`src/rtl/rf_write_arbiter.sv`:
```
// rf_write_arbiter
//   Shares the single register-file write port between the non-stallable
//   writeback stage and a multi-cycle unit whose results are buffered in a
//   DEPTH-entry FIFO that drains into idle write slots. The block also
//   provides pending-write lookup for issue-stage hazard detection and
//   requests a pipeline bubble when queued results are starved.
//
// Ports
//   clk, rst                      clock, synchronous active-high reset
//   pipe_we/pipe_rd/pipe_wdata    writeback request (always wins; rd=0 ignored)
//   mcu_valid/mcu_rd/mcu_wdata    multi-cycle result, handshaked by mcu_ready
//   mcu_ready                     FIFO has room (no credit for same-cycle pop)
//   q_rs1/q_rs2, q_hit1/q_hit2    combinational pending-write lookup
//   pipe_stall                    registered starvation bubble request
//   rf_we/rf_rd/rf_wdata          registered register-file write port
module rf_write_arbiter #(
    parameter int unsigned N            = 32,
    parameter int unsigned DEPTH        = 4,
    parameter int unsigned STARVE_LIMIT = 8
) (
    input  logic         clk,
    input  logic         rst,
    input  logic         pipe_we,
    input  logic [4:0]   pipe_rd,
    input  logic [N-1:0] pipe_wdata,
    input  logic         mcu_valid,
    input  logic [4:0]   mcu_rd,
    input  logic [N-1:0] mcu_wdata,
    output logic         mcu_ready,
    input  logic [4:0]   q_rs1,
    input  logic [4:0]   q_rs2,
    output logic         q_hit1,
    output logic         q_hit2,
    output logic         pipe_stall,
    output logic         rf_we,
    output logic [4:0]   rf_rd,
    output logic [N-1:0] rf_wdata
);

    localparam int unsigned AW = $clog2(DEPTH);
    localparam int unsigned CW = $clog2(STARVE_LIMIT + 1);
    localparam logic [AW:0]   FULL = (AW + 1)'(DEPTH);
    localparam logic [CW-1:0] LIM  = CW'(STARVE_LIMIT);

    logic [4:0]       ent_rd_q   [DEPTH];
    logic [N-1:0]     ent_data_q [DEPTH];
    logic [DEPTH-1:0] live_q, live_d;
    logic [AW-1:0]    wr_ptr_q, wr_ptr_d, rd_ptr_q, rd_ptr_d;
    logic [AW:0]      count_q, count_d;
    logic [CW-1:0]    starve_q, starve_d;
    logic             stall_q, stall_d;
    logic             rf_we_q, rf_we_d;
    logic [4:0]       rf_rd_q, rf_rd_d;
    logic [N-1:0]     rf_wdata_q, rf_wdata_d;

    logic pipe_win, fifo_empty, pop, enq, enq_live;

    assign pipe_win   = pipe_we && (pipe_rd != 5'd0);
    assign fifo_empty = (count_q == '0);
    assign pop        = !pipe_win && !fifo_empty;
    assign mcu_ready  = !rst && (count_q < FULL);
    assign enq        = mcu_valid && mcu_ready && (mcu_rd != 5'd0);
    // A same-cycle enqueue to the pipe's rd is older than the pipe write.
    assign enq_live   = !(pipe_win && (pipe_rd == mcu_rd));

    always_comb begin
        live_d     = live_q;
        wr_ptr_d   = wr_ptr_q;
        rd_ptr_d   = rd_ptr_q;
        count_d    = count_q;
        rf_we_d    = 1'b0;
        rf_rd_d    = rf_rd_q;
        rf_wdata_d = rf_wdata_q;
        starve_d   = starve_q;
        stall_d    = stall_q;

        if (pipe_win) begin
            rf_we_d    = 1'b1;
            rf_rd_d    = pipe_rd;
            rf_wdata_d = pipe_wdata;
            for (int unsigned i = 0; i < DEPTH; i++) begin
                if (ent_rd_q[i] == pipe_rd) live_d[i] = 1'b0;
            end
        end else if (pop) begin
            rf_we_d    = live_q[rd_ptr_q];
            rf_rd_d    = ent_rd_q[rd_ptr_q];
            rf_wdata_d = ent_data_q[rd_ptr_q];
        end

        // Live bits are cleared on pop so "live" always implies "occupied",
        // letting the hazard lookup ignore pointer ranges.
        if (pop) begin
            live_d[rd_ptr_q] = 1'b0;
            rd_ptr_d         = rd_ptr_q + AW'(1);
        end
        if (enq) begin
            live_d[wr_ptr_q] = enq_live;
            wr_ptr_d         = wr_ptr_q + AW'(1);
        end

        case ({enq, pop})
            2'b10:   count_d = count_q + (AW + 1)'(1);
            2'b01:   count_d = count_q - (AW + 1)'(1);
            default: count_d = count_q;
        endcase

        // With the FIFO non-empty and no pop, the pipe necessarily won.
        if (pop || fifo_empty)  starve_d = '0;
        else if (starve_q != LIM) starve_d = starve_q + CW'(1);

        if (pop)                   stall_d = 1'b0;
        else if (starve_q == LIM)  stall_d = 1'b1;
    end

    always_ff @(posedge clk) begin
        if (rst) begin
            live_q     <= '0;
            wr_ptr_q   <= '0;
            rd_ptr_q   <= '0;
            count_q    <= '0;
            starve_q   <= '0;
            stall_q    <= 1'b0;
            rf_we_q    <= 1'b0;
            rf_rd_q    <= '0;
            rf_wdata_q <= '0;
        end else begin
            live_q     <= live_d;
            wr_ptr_q   <= wr_ptr_d;
            rd_ptr_q   <= rd_ptr_d;
            count_q    <= count_d;
            starve_q   <= starve_d;
            stall_q    <= stall_d;
            rf_we_q    <= rf_we_d;
            rf_rd_q    <= rf_rd_d;
            rf_wdata_q <= rf_wdata_d;
        end
    end

    // Payload storage needs no reset: enq is gated by mcu_ready, which is low in reset.
    always_ff @(posedge clk) begin
        if (enq) begin
            ent_rd_q[wr_ptr_q]   <= mcu_rd;
            ent_data_q[wr_ptr_q] <= mcu_wdata;
        end
    end

    always_comb begin
        q_hit1 = 1'b0;
        q_hit2 = 1'b0;
        for (int unsigned i = 0; i < DEPTH; i++) begin
            if (live_q[i] && (ent_rd_q[i] == q_rs1)) q_hit1 = 1'b1;
            if (live_q[i] && (ent_rd_q[i] == q_rs2)) q_hit2 = 1'b1;
        end
        if (rf_we_q && (rf_rd_q == q_rs1)) q_hit1 = 1'b1;
        if (rf_we_q && (rf_rd_q == q_rs2)) q_hit2 = 1'b1;
        if (q_rs1 == 5'd0) q_hit1 = 1'b0;
        if (q_rs2 == 5'd0) q_hit2 = 1'b0;
    end

    assign pipe_stall = stall_q;
    assign rf_we      = rf_we_q;
    assign rf_rd      = rf_rd_q;
    assign rf_wdata   = rf_wdata_q;

endmodule

```
`config.mk`:
```
export PLATFORM = sky130hd
export DESIGN_NAME = rf_write_arbiter
export DESIGN_NICKNAME = d
export VERILOG_FILES = /design/src/rtl/rf_write_arbiter.sv
export SDC_FILE = /design/constraint.sdc
export NUM_CORES = 1
export LEC_CHECK = 0
export ABC_AREA = 1
export CAP_MARGIN = 10
export CORE_MARGIN = 4
export CORE_UTILIZATION = 40
export CTS_BUF_LIST = sky130_fd_sc_hd__clkbuf_4
export CTS_CLUSTER_SIZE = 40
export DETAILED_ROUTE_END_ITERATION = 7
export GPL_ROUTABILITY_DRIVEN = 0
export PLACE_DENSITY = 0.74
export RECOVER_POWER = 100
export SYNTH_ARGS = -nofsm -noshare
export SYNTH_HDL_FRONTEND = slang
export SYNTH_SLANG_ARGS = --single-unit
```
`constraint.sdc`:
```
create_clock -name clk -period 2.2 [get_ports clk]
set_input_delay 0.44 -clock clk [delete_from_list [all_inputs] [get_ports clk]]
set_output_delay 0.44 -clock clk [all_outputs]
set_load 0.02 [all_outputs]
```
Yosys cells after proc, flatten, opt, wreduce, memory -nomap -nowiden

Memory sizes are Yosys's and may differ from the RTL's. A register that Yosys moved wholly into a read port is not among the register bits.
Cells that the tools add are included.

Register bits: 54
RAM bits: 148
Bits of input ports: 88
Output and inout port bits: 42
Logic and storage cells: 113
Memories kept: 2

Add/sub/neg operators: 5
Magnitude comparators: 5
Equal/unequal tests: 19
Muxes and demuxes: 39
Bitwise logic cells: 2
Reduce and logical (&&, ||, !) cells: 32

Memories:

| memory     | words | width | rd ports | clocked after memory_dff | write ports | RTL line | RTL |
|---|---|---|---|---|---|---|---|
| ent_data_q | 4     | 32    | 1        | 1                        | 1           | 46       | `logic [N-1:0] ent_data_q [DEPTH];` |
| ent_rd_q   | 4     | 5     | 5        | 1                        | 1           | 45       | `logic [4:0] ent_rd_q [DEPTH];` |

Operator list:

| cell                                                        | number |
|---|---|
| equality test 5 bit                                         | 15 |
| 2-to-1 mux 32 bit                                           | 2 |
| 2-to-1 mux 1 bit                                            | 23 |
| logical AND 1 bit                                           | 18 |
| 2-to-1 mux 4 bit                                            | 3 |
| logical NOT 5 bit                                           | 2 |
| 2-to-1 mux 5 bit                                            | 2 |
| nonzero test 5 bit                                          | 2 |
| 2-to-1 mux 2 bit                                            | 4 |
| less-than comparator 2 x 3 -> 1 bit (second input constant) | 2 |
| case mux 3 bit (2 select lines)                             | 1 |
| adder 2 x 1 -> 2 bit (second input constant)                | 2 |
| adder 4 x 1 -> 4 bit (second input constant)                | 1 |
| AND 4 bit                                                   | 1 |
| bitwise mux 4 bit                                           | 1 |
| demux 1 bit (select 2 bit)                                  | 2 |
| equality test 4 bit (second input constant)                 | 1 |
| >= comparator 2 x 1 -> 1 bit (second input constant)        | 2 |
| logical NOT 1 bit                                           | 4 |
| != test 4 bit (second input constant)                       | 1 |
| inverter 4 bit                                              | 1 |
| nonzero test 2 bit                                          | 2 |
| OR reduction 2 bit                                          | 2 |
| adder 3 x 1 -> 3 bit (second input constant)                | 1 |
| other kinds (7)                                             | 7 |

Longest topological paths before layout

Gate-level depths: netlist of the first run.

Depth in word-level cells: 9
Mapped depth: 14
Depth with buffers taken out: 12

Worst setup path after synthesis of the first run

OpenSTA, ideal clock, no wires.

Kind: input to register
From: input port pipe_rd[3]
To: register count_q[2]
Library setup time: 118 ps
Arrival: 2109 ps
Required time: 2082 ps
Path slack: -27 ps
Cell stages on the path: 14
Path buffers: 2
Cells stage by stage: buf_4 nor2_4 nand3_4 nand2_8 nand2_2 inv_2 buf_6 ha_1 inv_1 fa_1 a21oi_1 o21ai_0 xor2_1 nor2_1

Word-level cells in the longest chain between the ends: 6
Elaborated cells between the ends (all ways): 8
Those cells by class: eq/ne: 2; mux: 1; reduce/logical: 5

Ends and longest elaborated chain:

| element                                                               | RTL line | RTL |
|---|---|---|
| from (decl)                                                           | 24       | `input logic [4:0] pipe_rd,` |
| nonzero test 5 bit (*)                                                | 58       | `assign pipe_win = pipe_we && (pipe_rd != 5'd0);` |
| logical AND 1 bit (*)                                                 | 58       |  |
| logical NOT 1 bit (*)                                                 | 60       | `assign pop = !pipe_win && !fifo_empty;` |
| logical AND 1 bit (*)                                                 | 60       |  |
| via pop                                                               | 56       | `logic pipe_win, fifo_empty, pop, enq, enq_live;` |
| equality test 2 x 1 -> 1 bit or equality test 2 bit (tied branches)   | 101      | `case ({enq, pop})` |
| case mux 3 bit (2 select lines) or nonzero test 2 bit (tied branches) | n/a      |  |
| to (signal assigned)                                                  | 130      | `count_q <= count_d;` |
| to (decl)                                                             | 49       | `logic [AW:0] count_q, count_d;` |

The timed path passes the listed nets; every way through them passes the cells marked *.
A chain may end at the register's enable or synchronous reset.

==> impl_metrics.yaml, run 1 <==
outcome:
  outcome: "finished, violations left"
  violations: "setup timing"
drt:
  routed_via_density: 5.16
  drt_wl_total_mm: 25.5
  vias: 7964
  drt-wirelength-per-cell_um: 16.5
  initialDrtViolationCount: 666
  dr.pass1.iters: 5
  drc: 0
  ant_nets: 0
logic_synthesis:
  yosys.area.top_type: "edfxtp_1"
  synth_most_common_cell: "nand2_1"
  synth_area_sq_um: 9400
  synth_edf_count: 148
  ys_ff_latch: 204
  synth_top_cells_by_count: "nand2_1, edfxtp_1, nor2_1, o21ai_0, inv_1"
  netlist_top_cells_area: "edfxtp_1, dfxtp_1, nand2_1"
  avgSynthCellArea_sq_um: 9.75
  synthArstFlopShare: 0
  synth.yosys.warnings: 0
  synth-main-ff-cell: "edfxtp_1"
  synth.distinct_cells: 36
  yosysSeqAreaShare: 0.592
  syn_nets: 1064
  synth_cells: 964
  synth_top_area_share: 0.473
setup_path:
  worstSetupPathType: "flop to output pin"
  required_ns: 1.76
  path_buf_inv: 2
  slowest_delay_ns: 0.48
  startpoint_type: "flop"
  crit_start: "ent_rd_q[0][3]"
  reg2reg_from: "count_q[2]"
  cp_top_family: "flip-flops"
  endpoint: "q_hit1"
  cp.arrival_ns: 1.98
  cpMostUsedCell: "nor2_1"
  rrSetupSlack_ns: 0.17
  r2r_end: "ent_data_q[2][26]"
  worstPathCellList: "buf_4, o21ai_0, nor2_1, nand3_1, nand3_1, nor2_1, nor2_1, buf_4"
  cp.depth: 8
  crit_fanout: 4
  reg2reg_depth: 5
  cp-end-kind: "output pin"
  critPathSlowestCell: "edfxtp_1"
grt:
  gr-usage-all-layers: 0.194
  overflow: 0
  grt_max_degree: 59
  grt_pass1_wl_mm: 40.8
  grt_antenna_before_repair: 9
  grt_pass1_vias: 7972
timing:
  grt_setup_unrepaired: "yes"
  fin_crit_sh: 1.10
  tightest_slew_ns: 0.613
  hold_ws_ns: 0.384
  setup_viol: 6
  max_slew_margin: 0.591
  slew_viol_final: 0
  finClkSkew_ns: 0.0328
  fin_ws_ns: -0.224
  period_minus_slack_ns: 2.42
  fmax_ghz: 0.412
  hold_viol: 0
clocking:
  clockBufferDepth: 3
  insertion_delay_ns: 0.63
  cts.clk_slew.worst_paths_ns: 0.06
  root_buffer: "clkbuf_4"
  cts_tree: "done"
  cts_buffers: 52
  h-tree-depth: 2
  cts.sinks: 204
floorplan:
  io_pins: 130
  die_y_um: 161
  die_x_um: 161
  coreArea_sq_um: 22900
  start_util: 0.410
  fp-row-count: 55
  dieArea_sq_um: 26000
cells_and_area:
  seq_area_sq_um: 5570
  syn_to_final_growth_pct: 28.4
  fin_nets: 1284
  fill_cells: 2030
  layout-drive-gt1-share: 0.171
  multi_input_area_sq_um: 3210
power_and_ir_drop:
  p_comb_frac: 0.339
  switchingPower_mw: 4.34
  leakage_nw: 4.88
  p_total_mw: 12.2
  switching_share: 0.356
  seq_power_share: 0.399
  p_int_mw: 7.83
  power.density_nw_per_um2: 1010
  pwr-share-clk: 0.262
  vdd.ir_drop.worst_mv: 0.574
placed_design:
  portBuffers: 129
  post-dp-hpwl_mm: 17.1
min_path:
  hold_depth: 3
  hold_class: "input pin to flop"
run:
  drv_cap: 0
## cells by family (layout without fill, tap and decap cells)
logic type,Yosys count,count (layout),synth area share
AO/OA/AOI/OAI,222,222,0.127
AND/OR/NAND/NOR,368,368,0.172
buffers and inverters,129,390,0.0649
flip-flops,204,204,0.592
adder cells (fa/ha/maj),12,12,0.0168
other,0,6,0
XOR/XNOR,29,29,0.0270
## per-stage QoR
step	setup WS (ns)	utilization	setup TNS, ns	instance area, sq um	cells
after CTS	-0.215	0.532	-0.389	12200	1533
after detailed placement	-0.626	0.500	-8.67	11500	1431
after global routing	-0.363	0.527	-1.90	12100	1543
after global placement	-0.587	0.500	-8.39	11500	1431
after floorplan	0.0162	-	0	9410	964
final	-0.224	0.527	-0.476	12100	1544
## state kept, by name (all words and copies together) (netlist names), named ones only
signal      flops
live_q          4
rf_rd           5
rf_we           1
ent_data_q    128
wr_ptr_q        2
rf_wdata       32
ent_rd_q       20
starve_q        4
pipe_stall      1
count_q         3
rd_ptr_q        2
## tightest hold or removal path, stage by stage
cell and delay, ns:
clkdlybuf4s50_1 0.39, nand2_1 0.07, a31oi_1 0.07
## timing repair
| item | CTS | global route |
|---|---|---|
| hold buffers | 0 | 0 |
| setup endpoints to repair | 3 | 3 |
| resized for setup | 19 | 13 |
| setup buffers | 7 | 5 |
| pin swaps | 3 | 10 |
## routing by layer
metal | GRT usage | part of all wire | vias to the layer above
li1 | - | - | 3782
met1 | 0.247 | 0.40 | 3686
met2 | 0.312 | 0.47 | 407
met3 | 0.0528 | 0.096 | 83
met4 | 0.0861 | 0.036 | 6
met5 | 0 | 0.0013 | -
## cell usage in the layout (no fill, tap or decap), types with 12 or more instances in the layout
master | Yosys | routed
a21oi_1 | 57 | 54
buf_4 | 11 | 59
clkbuf_4 | 0 | 87
clkdlybuf4s50_1 | 0 | 77
dfxtp_1 | 56 | 55
dlygate4sd3_1 | 0 | 48
edfxtp_1 | 148 | 148
inv_1 | 72 | 67
inv_2 | 6 | 14
nand2_1 | 185 | 186
nand3_1 | 41 | 42
nand3_2 | 12 | 12
nor2_1 | 106 | 107
o21ai_0 | 105 | 99
o22ai_1 | 33 | 33
xnor2_1 | 15 | 15
xor2_1 | 14 | 14
## worst min path at each step
| stage | start | to | slack (ns) |
|---|---|---|---|
| final | pipe_wdata[28] | rf_wdata[28] | 0.38 |
| after floorplan | count_q[1] | count_q[1] | 0.46 |
| after CTS | pipe_wdata[0] | rf_wdata[0] | 0.32 |
| after global placement | count_q[1] | count_q[1] | 0.47 |
| after detailed placement | count_q[1] | count_q[1] | 0.49 |
| after global routing | pipe_wdata[0] | rf_wdata[0] | 0.33 |
## cell type report
class	count	area share
repair buffers	212	0.157
clock buffers	83	0.0516
flip-flops and latches	204	0.461
diodes	6	0.00124
well taps	313	0.0324
clock inverters	12	0.00425
multi-input cells	631	0.266
inverters	83	0.0262
## power by group through the flow
stage	combinational (mW)	clock (mW)	sequential, mW
floorplan	2.49	0	5.11
global placement	4.15	0	4.92
detailed placement	4.24	0	4.93
CTS	4.27	3.27	4.85
global route	4.59	3.50	4.90
finish	4.12	3.18	4.86
(Power assumes the default switching activity.)
==> run 2: changes to the inputs <==
--- a/config.mk
+++ b/config.mk
@@ -13,7 +13,7 @@
 export CTS_CLUSTER_SIZE = 40
 export DETAILED_ROUTE_END_ITERATION = 7
 export GPL_ROUTABILITY_DRIVEN = 0
-export PLACE_DENSITY = 0.74
+export GPL_TIMING_DRIVEN = 0
 export RECOVER_POWER = 100
 export SYNTH_ARGS = -nofsm -noshare
 export SYNTH_HDL_FRONTEND = slang
==> run 2 against run 1 <==
The flow still finishes with violations (setup timing). Wire length grew 5.7%. Non-clock buffer count shrank 26. Setup slack improved by 0.0040 ns. Worst hold slack worse by 0.28 ns. Sequential share of layout area is 0.97 points higher. Register-to-register slack worse by 0.29 ns. Die area stayed put. Clock power is 3% higher. Critical endpoint unchanged. Largest cell class unchanged.
==> impl_metrics.yaml, run 2 (same netlist as run 1, synthesis figures left out) <==
grt:
  grt_pass1_wl_mm: 41.3
  grt_antenna_before_repair: 7
  overflow: 0
  grt_pass1_vias: 7520
  grt_max_degree: 39
  gr-usage-all-layers: 0.202
timing:
  hold_ws_ns: 0.100
  hold_viol: 0
  fin_ws_ns: -0.220
  grt_setup_unrepaired: "yes"
  slew_viol_final: 0
  tightest_slew_ns: 0.685
  fmax_ghz: 0.413
  finClkSkew_ns: 0.0581
  fin_crit_sh: 1.10
  period_minus_slack_ns: 2.42
  max_slew_margin: 0.541
  setup_viol: 29
clocking:
  cts_buffers: 54
  cts.sinks: 204
  clockBufferDepth: 3
  h-tree-depth: 2
  root_buffer: "clkbuf_4"
  cts_tree: "done"
  cts.clk_slew.worst_paths_ns: 0.06
  insertion_delay_ns: 0.66
drt:
  initialDrtViolationCount: 622
  drc: 0
  dr.pass1.iters: 5
  drt-wirelength-per-cell_um: 17.7
  ant_nets: 0
  vias: 7770
  routed_via_density: 5.11
  drt_wl_total_mm: 26.9
floorplan:
  dieArea_sq_um: 26000
  die_x_um: 161
  start_util: 0.410
  die_y_um: 161
  fp-row-count: 55
  coreArea_sq_um: 22900
  io_pins: 130
setup_path:
  crit_fanout: 2
  startpoint_type: "flop"
  cp.arrival_ns: 1.98
  cpMostUsedCell: "nor2_1"
  critPathSlowestCell: "edfxtp_1"
  cp-end-kind: "output pin"
  worstPathCellList: "buf_6, buf_6, xor2_1, nor2_1, nand3_1, nand3_1, nor2_1, nor2_1, buf_4"
  slowest_delay_ns: 0.44
  required_ns: 1.76
  worstSetupPathType: "flop to output pin"
cells_and_area:
  fin_nets: 1260
  layout-drive-gt1-share: 0.149
  layout_commonest_cell: "nand2_1"
  mostFrequentLayoutCells: "nand2_1, edfxtp_1, o21ai_0"
  syn_to_final_growth_pct: 25.8
  regMostFlops: "ent_data_q"
  largest_reg_flops: 128
power_and_ir_drop:
  leakage_nw: 4.75
  vdd.ir_drop.worst_mv: 0.547
  power.density_nw_per_um2: 1050
  p_total_mw: 12.4
min_path:
  hold_class: "input pin to flop"
placed_design:
  post-dp-hpwl_mm: 18.1
  portBuffers: 122
run:
  drv_cap: 0
outcome:
  outcome: "finished, violations left"
  violations: "setup timing"
## run 2: cell types whose count changed in the layout (fill, tap and decap cells not counted), moves of 4 or more
cell / change
clkdlybuf4s50_1: -9
o21ai_1: -7
dlygate4sd2_1: +4
clkinv_2: +7
clkbuf_1: +11
buf_4: -33
buf_6: +5
buf_2: +5
o21ai_0: +8
clkbuf_4: -5
## run 2: layer usage
| layer | part of all wire | wire [um] | GRT usage |
|---|---|---|---|
| met5 | 0.0014 | 39 | 0 |
| met4 | 0.029 | 793 | 0.0775 |
| met2 | 0.46 | 12400 | 0.327 |
| met3 | 0.081 | 2170 | 0.0536 |
| met1 | 0.43 | 11500 | 0.260 |
## run 2: worst paths after layout
check	slack [ns]	end	from	cells past startpoint
worst max-delay path	-0.22	q_hit1	ent_rd_q[0][0]	9
worst min-delay path	0.10	count_q[1]	rst	2
worst max register to register	-0.12	count_q[2]	count_q[0]	12
worst min register to register	0.49	count_q[1]	count_q[1]	2
## run 2: through the flow
stage / utilization / TNS, ns / area, sq um / setup WS (ns) / cells
after floorplan: - / 0 / 9410 / 0.0162 / 964
after global placement: 0.481 / -234.39 / 11000 / -1.67 / 1399
after detailed placement: 0.482 / -87.20 / 11000 / -0.727 / 1400
after CTS: 0.518 / -0.461 / 11900 / -0.282 / 1516
after global routing: 0.516 / -5.15 / 11800 / -0.301 / 1521
final: 0.516 / -2.93 / 11800 / -0.220 / 1522
## run 2: power breakdown
part / internal, mW / switching (mW) / total [mW]
Sequential: 4.56 / 0.243 / 4.80
Combinational: 1.57 / 2.80 / 4.37
Clock: 1.72 / 1.55 / 3.27
Total: 7.85 / 4.59 / 12.4
## run 2: area by class of cell
cell class	count	area [sq um]
fill	2169	11100
sequential	204	5570
multi-input combinational	631	3200
timing repair buffer	140	1360
clock buffer	82	616
tap	313	392
inverter	83	325
buffer	46	272
clock inverter	19	86.3
antenna	4	10.0
## run 2: what timing repair did
| action | CTS | global route |
|---|---|---|
| pin swaps | 7 | 3 |
| hold endpoints to repair | 0 | 0 |
| endpoints found under the setup margin | 45 | 42 |
| resized for setup | 22 | 10 |
| hold buffers | 0 | 0 |
| buffers inserted | 15 | 2 |
## run 2: critical path, delay by kind of cell, from the launching register on
family / cells / cell delay, ns
xor gates and xnor gates: 1 / 0.15
buffers and inverters: 3 / 0.40
DFF: 1 / 0.44
and+or+nand+nor: 5 / 0.38
